## config.mk

```make
export PLATFORM = sky130hd
export DESIGN_NAME = hamming_decoder
export DESIGN_NICKNAME = d
export VERILOG_FILES = /design/src/rtl/hamming_pkg.sv /design/src/rtl/hamming_check.sv /design/src/rtl/hamming_decoder.sv
export SDC_FILE = /design/constraint.sdc
export NUM_CORES = 1
export LEC_CHECK = 0
export BUFFER_PORTS_ARGS = -buffer_cell sky130_fd_sc_hd__buf_2
export CAP_MARGIN = 20
export CORE_MARGIN = 2
export CORE_UTILIZATION = 55
export CTS_BUF_LIST = sky130_fd_sc_hd__clkbuf_8
export DETAILED_ROUTE_END_ITERATION = 10
export HOLD_SLACK_MARGIN = 0.02
export MAX_ROUTING_LAYER = met4
export PLACE_DENSITY = 0.76
export SLEW_MARGIN = 20
export SYNTH_ARGS = -nofsm -noshare
export SYNTH_HDL_FRONTEND = slang
export SYNTH_SLANG_ARGS = --single-unit
```

## constraint.sdc

```tcl
create_clock -name clk -period 5.43 [get_ports clk]
set_input_delay 1.086 -clock clk [delete_from_list [all_inputs] [get_ports clk]]
set_output_delay 1.086 -clock clk [all_outputs]
set_load 0.03 [all_outputs]
```

## src/rtl/hamming_pkg.sv

```systemverilog
// Shared types and constants for the SEC-DED Hamming(16,11) memory decoder.
// Holds the FSM state encoding, flag codes, default geometry and bit-position map.
// No logic of its own.
package hamming_pkg;

    typedef enum logic [2:0] {
        IDLE,
        RD_HI,
        RD_LO,
        CHECK,
        WR_HI,
        WR_LO,
        DONE
    } state_t;

    localparam logic [1:0] F_OK  = 2'b00;
    localparam logic [1:0] F_ONE = 2'b01;
    localparam logic [1:0] F_TWO = 2'b10;

    localparam int DEF_NUM_WORDS = 15;
    localparam int DEF_SRC_BASE  = 30;
    localparam int DEF_DST_BASE  = 0;

    // Hamming position of data bit d(j+1); parity bits sit at 0,1,2,4,8.
    function automatic logic [3:0] data_pos(input int j);
        logic [3:0] pos;
        case (j)
            0:       pos = 4'd3;
            1:       pos = 4'd5;
            2:       pos = 4'd6;
            3:       pos = 4'd7;
            default: pos = 4'(j + 5);
        endcase
        return pos;
    endfunction

endpackage

```

## src/rtl/hamming_check.sv

```systemverilog
// Combinational SEC-DED check: 16-bit codeword in, 11 data bits and a 2-bit flag out.
// Latency: zero cycles (pure combinational).
// Backpressure: none; the output follows the input.
module hamming_check
    import hamming_pkg::*;
(
    input  logic [15:0] cw_i,
    output logic [10:0] data_o,
    output logic [1:0]  flags_o
);

    logic [3:0] syn;
    logic       par;
    logic       fix;

    always_comb begin
        syn = '0;
        for (int k = 1; k < 16; k++) begin
            if (cw_i[k]) begin
                syn = syn ^ 4'(k);
            end
        end
        par = ^cw_i;
        // Only a single error (odd parity with nonzero syndrome) touches data;
        // a double error is passed through uncorrected.
        fix = par && (syn != 4'd0);

        for (int j = 0; j < 11; j++) begin
            data_o[j] = cw_i[data_pos(j)] ^ (fix && (syn == data_pos(j)));
        end

        if (par) begin
            flags_o = F_ONE;
        end else if (syn != 4'd0) begin
            flags_o = F_TWO;
        end else begin
            flags_o = F_OK;
        end
    end

endmodule

```

## src/rtl/hamming_decoder.sv

```systemverilog
// Reads NUM_WORDS codewords from memory, SEC-DED decodes them and writes flagged results back.
// Latency: 5 cycles per word; done rises 5*NUM_WORDS edges after the req edge.
// Backpressure: none; memory is assumed single-cycle, req is ignored while a run is active.
module hamming_decoder #(
    parameter int NUM_WORDS = hamming_pkg::DEF_NUM_WORDS,
    parameter int SRC_BASE  = hamming_pkg::DEF_SRC_BASE,
    parameter int DST_BASE  = hamming_pkg::DEF_DST_BASE
) (
    input  logic       clk,
    input  logic       reset,
    input  logic       req,
    output logic       done,
    output logic [7:0] mem_addr,
    input  logic [7:0] mem_rd_data,
    output logic       mem_wr_en,
    output logic [7:0] mem_wr_data
);
    import hamming_pkg::*;

    localparam int            IW   = (NUM_WORDS > 1) ? $clog2(NUM_WORDS) : 1;
    localparam logic [IW-1:0] LAST = IW'(NUM_WORDS - 1);

    state_t        state_q, state_d;
    logic [IW-1:0] idx_q, idx_d;
    logic [15:0]   cw_q, cw_d;
    logic [10:0]   data_q, data_d;
    logic [1:0]    flags_q, flags_d;
    logic          done_q;

    logic [10:0]   chk_data;
    logic [1:0]    chk_flags;
    logic [7:0]    word_off;
    logic [7:0]    src_lo;
    logic [7:0]    dst_lo;

    hamming_check u_check (
        .cw_i    (cw_q),
        .data_o  (chk_data),
        .flags_o (chk_flags)
    );

    assign word_off = 8'({idx_q, 1'b0});
    assign src_lo   = 8'(SRC_BASE) + word_off;
    assign dst_lo   = 8'(DST_BASE) + word_off;

    always_comb begin
        state_d     = state_q;
        idx_d       = idx_q;
        cw_d        = cw_q;
        data_d      = data_q;
        flags_d     = flags_q;
        mem_addr    = '0;
        mem_wr_en   = 1'b0;
        mem_wr_data = '0;

        case (state_q)
            IDLE, DONE: begin
                if (req) begin
                    state_d = RD_HI;
                    idx_d   = '0;
                end
            end
            RD_HI: begin
                mem_addr    = src_lo + 8'd1;
                cw_d[15:8]  = mem_rd_data;
                state_d     = RD_LO;
            end
            RD_LO: begin
                mem_addr    = src_lo;
                cw_d[7:0]   = mem_rd_data;
                state_d     = CHECK;
            end
            CHECK: begin
                data_d      = chk_data;
                flags_d     = chk_flags;
                state_d     = WR_HI;
            end
            WR_HI: begin
                mem_wr_en   = 1'b1;
                mem_addr    = dst_lo + 8'd1;
                mem_wr_data = {flags_q, 3'b000, data_q[10:8]};
                state_d     = WR_LO;
            end
            WR_LO: begin
                mem_wr_en   = 1'b1;
                mem_addr    = dst_lo;
                mem_wr_data = data_q[7:0];
                if (idx_q == LAST) begin
                    state_d = DONE;
                end else begin
                    idx_d   = idx_q + 1'b1;
                    state_d = RD_HI;
                end
            end
            default: begin
                state_d = IDLE;
            end
        endcase
    end

    always_ff @(posedge clk or negedge reset) begin
        if (!reset) begin
            state_q <= IDLE;
            idx_q   <= '0;
            cw_q    <= '0;
            data_q  <= '0;
            flags_q <= F_OK;
            done_q  <= 1'b0;
        end else begin
            state_q <= state_d;
            idx_q   <= idx_d;
            cw_q    <= cw_d;
            data_q  <= data_d;
            flags_q <= flags_d;
            done_q  <= (state_d == DONE);
        end
    end

    assign done = done_q;

endmodule

```

==> reports/qor.csv <==
stage,metric,value,unit
run_status,status,"complete, no violations",
floorplan,Die Wd,69.2,µm
synthesis,area share of the largest cell type after synthesis,39.6,%
setup_path,crit-path cells,inv_1 > nand2_1 > nand2_1 > a31oi_1 > o32ai_1 > buf_2,
synthesis,Synth Cell Area,0.00234,mm²
synthesis,"Seq/Total Area, Yosys",39.6,%
cells_and_area,area of the multi-input gates,0.00135,mm²
synthesis,Yosys top cell by area,dfrtp_1,
synthesis,Avg Inst Size Synth,10.2,µm²
flow_run,# Max-Cap Violations,0,
worst_hold_path,Worst Hold Class,flop to flop,
routing,Remaining DRCs,0,
setup_path,Critical path origin,state_q[0],
floorplan,Die Height,69.2,µm
sta,Period minus WS final,3070,ps
grt,vias in the first global route,1661,
clock_network,number of buffers created by CTS,5,
clock_network,clk root buf,clkbuf_8,
floorplan,DIE AREA,0.00479,mm²
cells_and_area,fillcell total,357,
grt,initial antenna violation count,0,
clock_network,post-CTS setup buffer count,0,
clock_network,# hold bufs at CTS,0,
setup_path,critical path's slowest cell,dfrtp_1,
synthesis,most common cell in the netlist,dfrtp_1,
clock_network,Clock Latency Late Sink,300,ps
cells_and_area,share of layout cells above drive strength 1,21.8,%
routing,post-route met1 wirelength,2310,µm
setup_path,Worst path max stage delay,740,ps
worst_hold_path,hold_sp,data_q[5],
grt,first-pass GRT wire length,7980,µm
routing,routed vias/inst,5.61,
synthesis,yosys warns,0,
cells_and_area,post-layout util,63.6,%
sta,Final Skew,6.08,ps
placement,quantity of I/O buffers inserted on ports,26,
setup_path,CP Data Arrival Time,1980,ps
cells_and_area,Area Overhead vs Synth,10.3,%
routing,met3 wire len,196,µm
routing,wire length per cell,15.2,µm
synthesis,ys async rst share,100,%
clock_network,Clock Path Buffers,2,
floorplan,io pins,29,
synthesis,Post-synth EDFFs,0,
setup_path,Worst path depth,6,
synthesis,Yosys reg bits,37,
synthesis,Area contributors post-synth,"dfrtp_1 (40%), xnor2_1 (7.1%), xor2_1 (6.4%)",
routing,drt total wl,4650,µm
setup_path,crit path kind,flop to output pin,
synthesis,dominant synthesized flop cell,dfrtp_1,
placement,DP HPWL,3500,µm
floorplan,Initial Util,57.7,%
floorplan,Site Rows,23,
setup_path,Crit path top cell by count,nand2_1,
clock_network,Sink Count,37,
sta,"Slew Viols, Final",0,
setup_path,crit-path max FO,18,
setup_path,Top delay family on crit path,flip-flops,
sta,slew margin rel.,41.5,%
synthesis,Synth Instances,230,
grt,Overflow after GRT,0,
worst_hold_path,hold depth,2,
sta,Worst Max-Slew Pin Slew,875,ps
cells_and_area,final instance area,0.00258,mm²
grt,largest net degree at the start of global routing,38,
synthesis,unique cell type count in the Yosys netlist,39,
routing,drt pass-1 iters,4,
routing,post-route ant nets,0,
setup_path,critical path launch point type,flop,
clock_network,"Clk pin slew, worst setup/hold paths",70,ps
clock_network,CTS tree,done,
routing,detailed-route via count,1723,
sta,RSZ-0062 raised after global routing,false,
floorplan,core area,0.00406,mm²
placement,Placed Area,0.00250,mm²
cells_and_area,Ant. Diodes,0,
sta,Highest Clock Rate,326,MHz
placement,Routability Congestion,0.935,
routing,top sig layer,met4,
sta,Final Hold Viols,0,
sta,setup TNS,0,ps
grt,total global-route track usage,21.5,%
clock_network,CTS H-Tree Depth,2,
routing,Iteration-0 DRC Markers,76,
setup_path,worst reg2reg startpoint,cw_q[14],
setup_path,worst endpoint required time,4340,ps
routing,metal2 WL,2070,µm
setup_path,crit end category,output pin,
cells_and_area,FF/Latch Area,926,µm²
sta,final period utilization,56.5,%
cells_and_area,fin nets,270,
synthesis,Post-synth top cells,"dfrtp_1 (37), nand2_1 (19), xnor2_1 (19), xor2_1 (17), nor2_1 (14)",
sta,Final Setup Violations,0,
setup_path,worst reg2reg path depth,6,
setup_path,Worst Path Buf+Inv,2,
clock_network,post-CTS sizing,0,
-- routing by layer --
metal	global-route usage (%)	vias up
li1	-	855
met1	30.3	824
met2	31.2	36
met3	4.80	8
met4	6.54	0
met5	-	-
-- area by class of cell --
cell class	count	share of cell area, %
Clock buffer	5	2.67
Inverter	8	1.16
Tap cell	50	2.42
Multi-Input combinational cell	178	52.3
Clock inverter	3	0.533
Timing Repair Buffer	26	5.04
Sequential cell	37	35.9
-- state kept, by name, summed over array words and instances (netlist names) --
register,flops
cw_q,16
data_q,11
done,1
flags_q,2
idx_q,4
state_q,3
-- placed cells by master (no fill, tap or decap), drive strengths merged --
cell type / synthesis / layout
a211oi: 1 / 1
a21oi: 5 / 5
a22o: 1 / 1
a31oi: 2 / 2
and3: 5 / 5
and4: 2 / 2
buf: 3 / 26
clkbuf: 5 / 5
clkinv: 0 / 2
conb: 1 / 2
dfrtp: 37 / 37
ha: 3 / 3
inv: 8 / 9
mux2: 17 / 17
mux2i: 5 / 5
nand2: 19 / 19
nand2b: 5 / 5
nand3: 2 / 2
nand3b: 1 / 1
nand4: 1 / 1
nor2: 14 / 14
nor2b: 1 / 1
nor3: 9 / 9
nor4: 2 / 2
nor4b: 5 / 5
o211ai: 1 / 1
o21ai: 16 / 16
o22ai: 12 / 12
o31a: 1 / 1
o32ai: 3 / 3
xnor2: 22 / 22
xor2: 21 / 21
-- worst min-delay path: cells and delay by family, from the launching register on --
kind | cells | cell delay, ps
AND/OR/NAND/NOR | 1 | 50
flip-flops | 1 | 340
AO/OA/AOI/OAI | 1 | 60
-- path summary, 6_finish.rpt --
path	to	slack, ps
setup / recovery	mem_addr[3]	2360
hold / removal	data_q[5]	480
setup reg to reg	data_q[8]	3270
hold reg to reg	data_q[5]	480
max in group asynchronous	idx_q[3]	4040
min in group asynchronous	cw_q[7]	880
-- kinds of logic (layout without fill, tap and decap cells) --
kind of cell | after synthesis | count (layout) | synth area share [%]
muxes | 22 | 22 | 10.3
AOI/OAI and AO/OA | 42 | 42 | 10.7
buffers and inverters | 16 | 42 | 2.94
DFF | 37 | 37 | 39.6
xor gates and xnor gates | 43 | 43 | 19.3
adders and majority gates | 3 | 3 | 1.60
other | 1 | 2 | 0.160
and+or+nand+nor | 66 | 66 | 15.4
-- metrics by stage --
stage	std cells	hold slack, ps	setup slack [ps]
floorplan	231	448	2710
global placement	299	460	2760
detailed placement	299	470	2710
CTS	307	486	2390
global route	307	510	2220
finish	307	482	2360
Power is not shown: default switching activity piles up to over one toggle a cycle in this logic, so the estimate is an artifact.
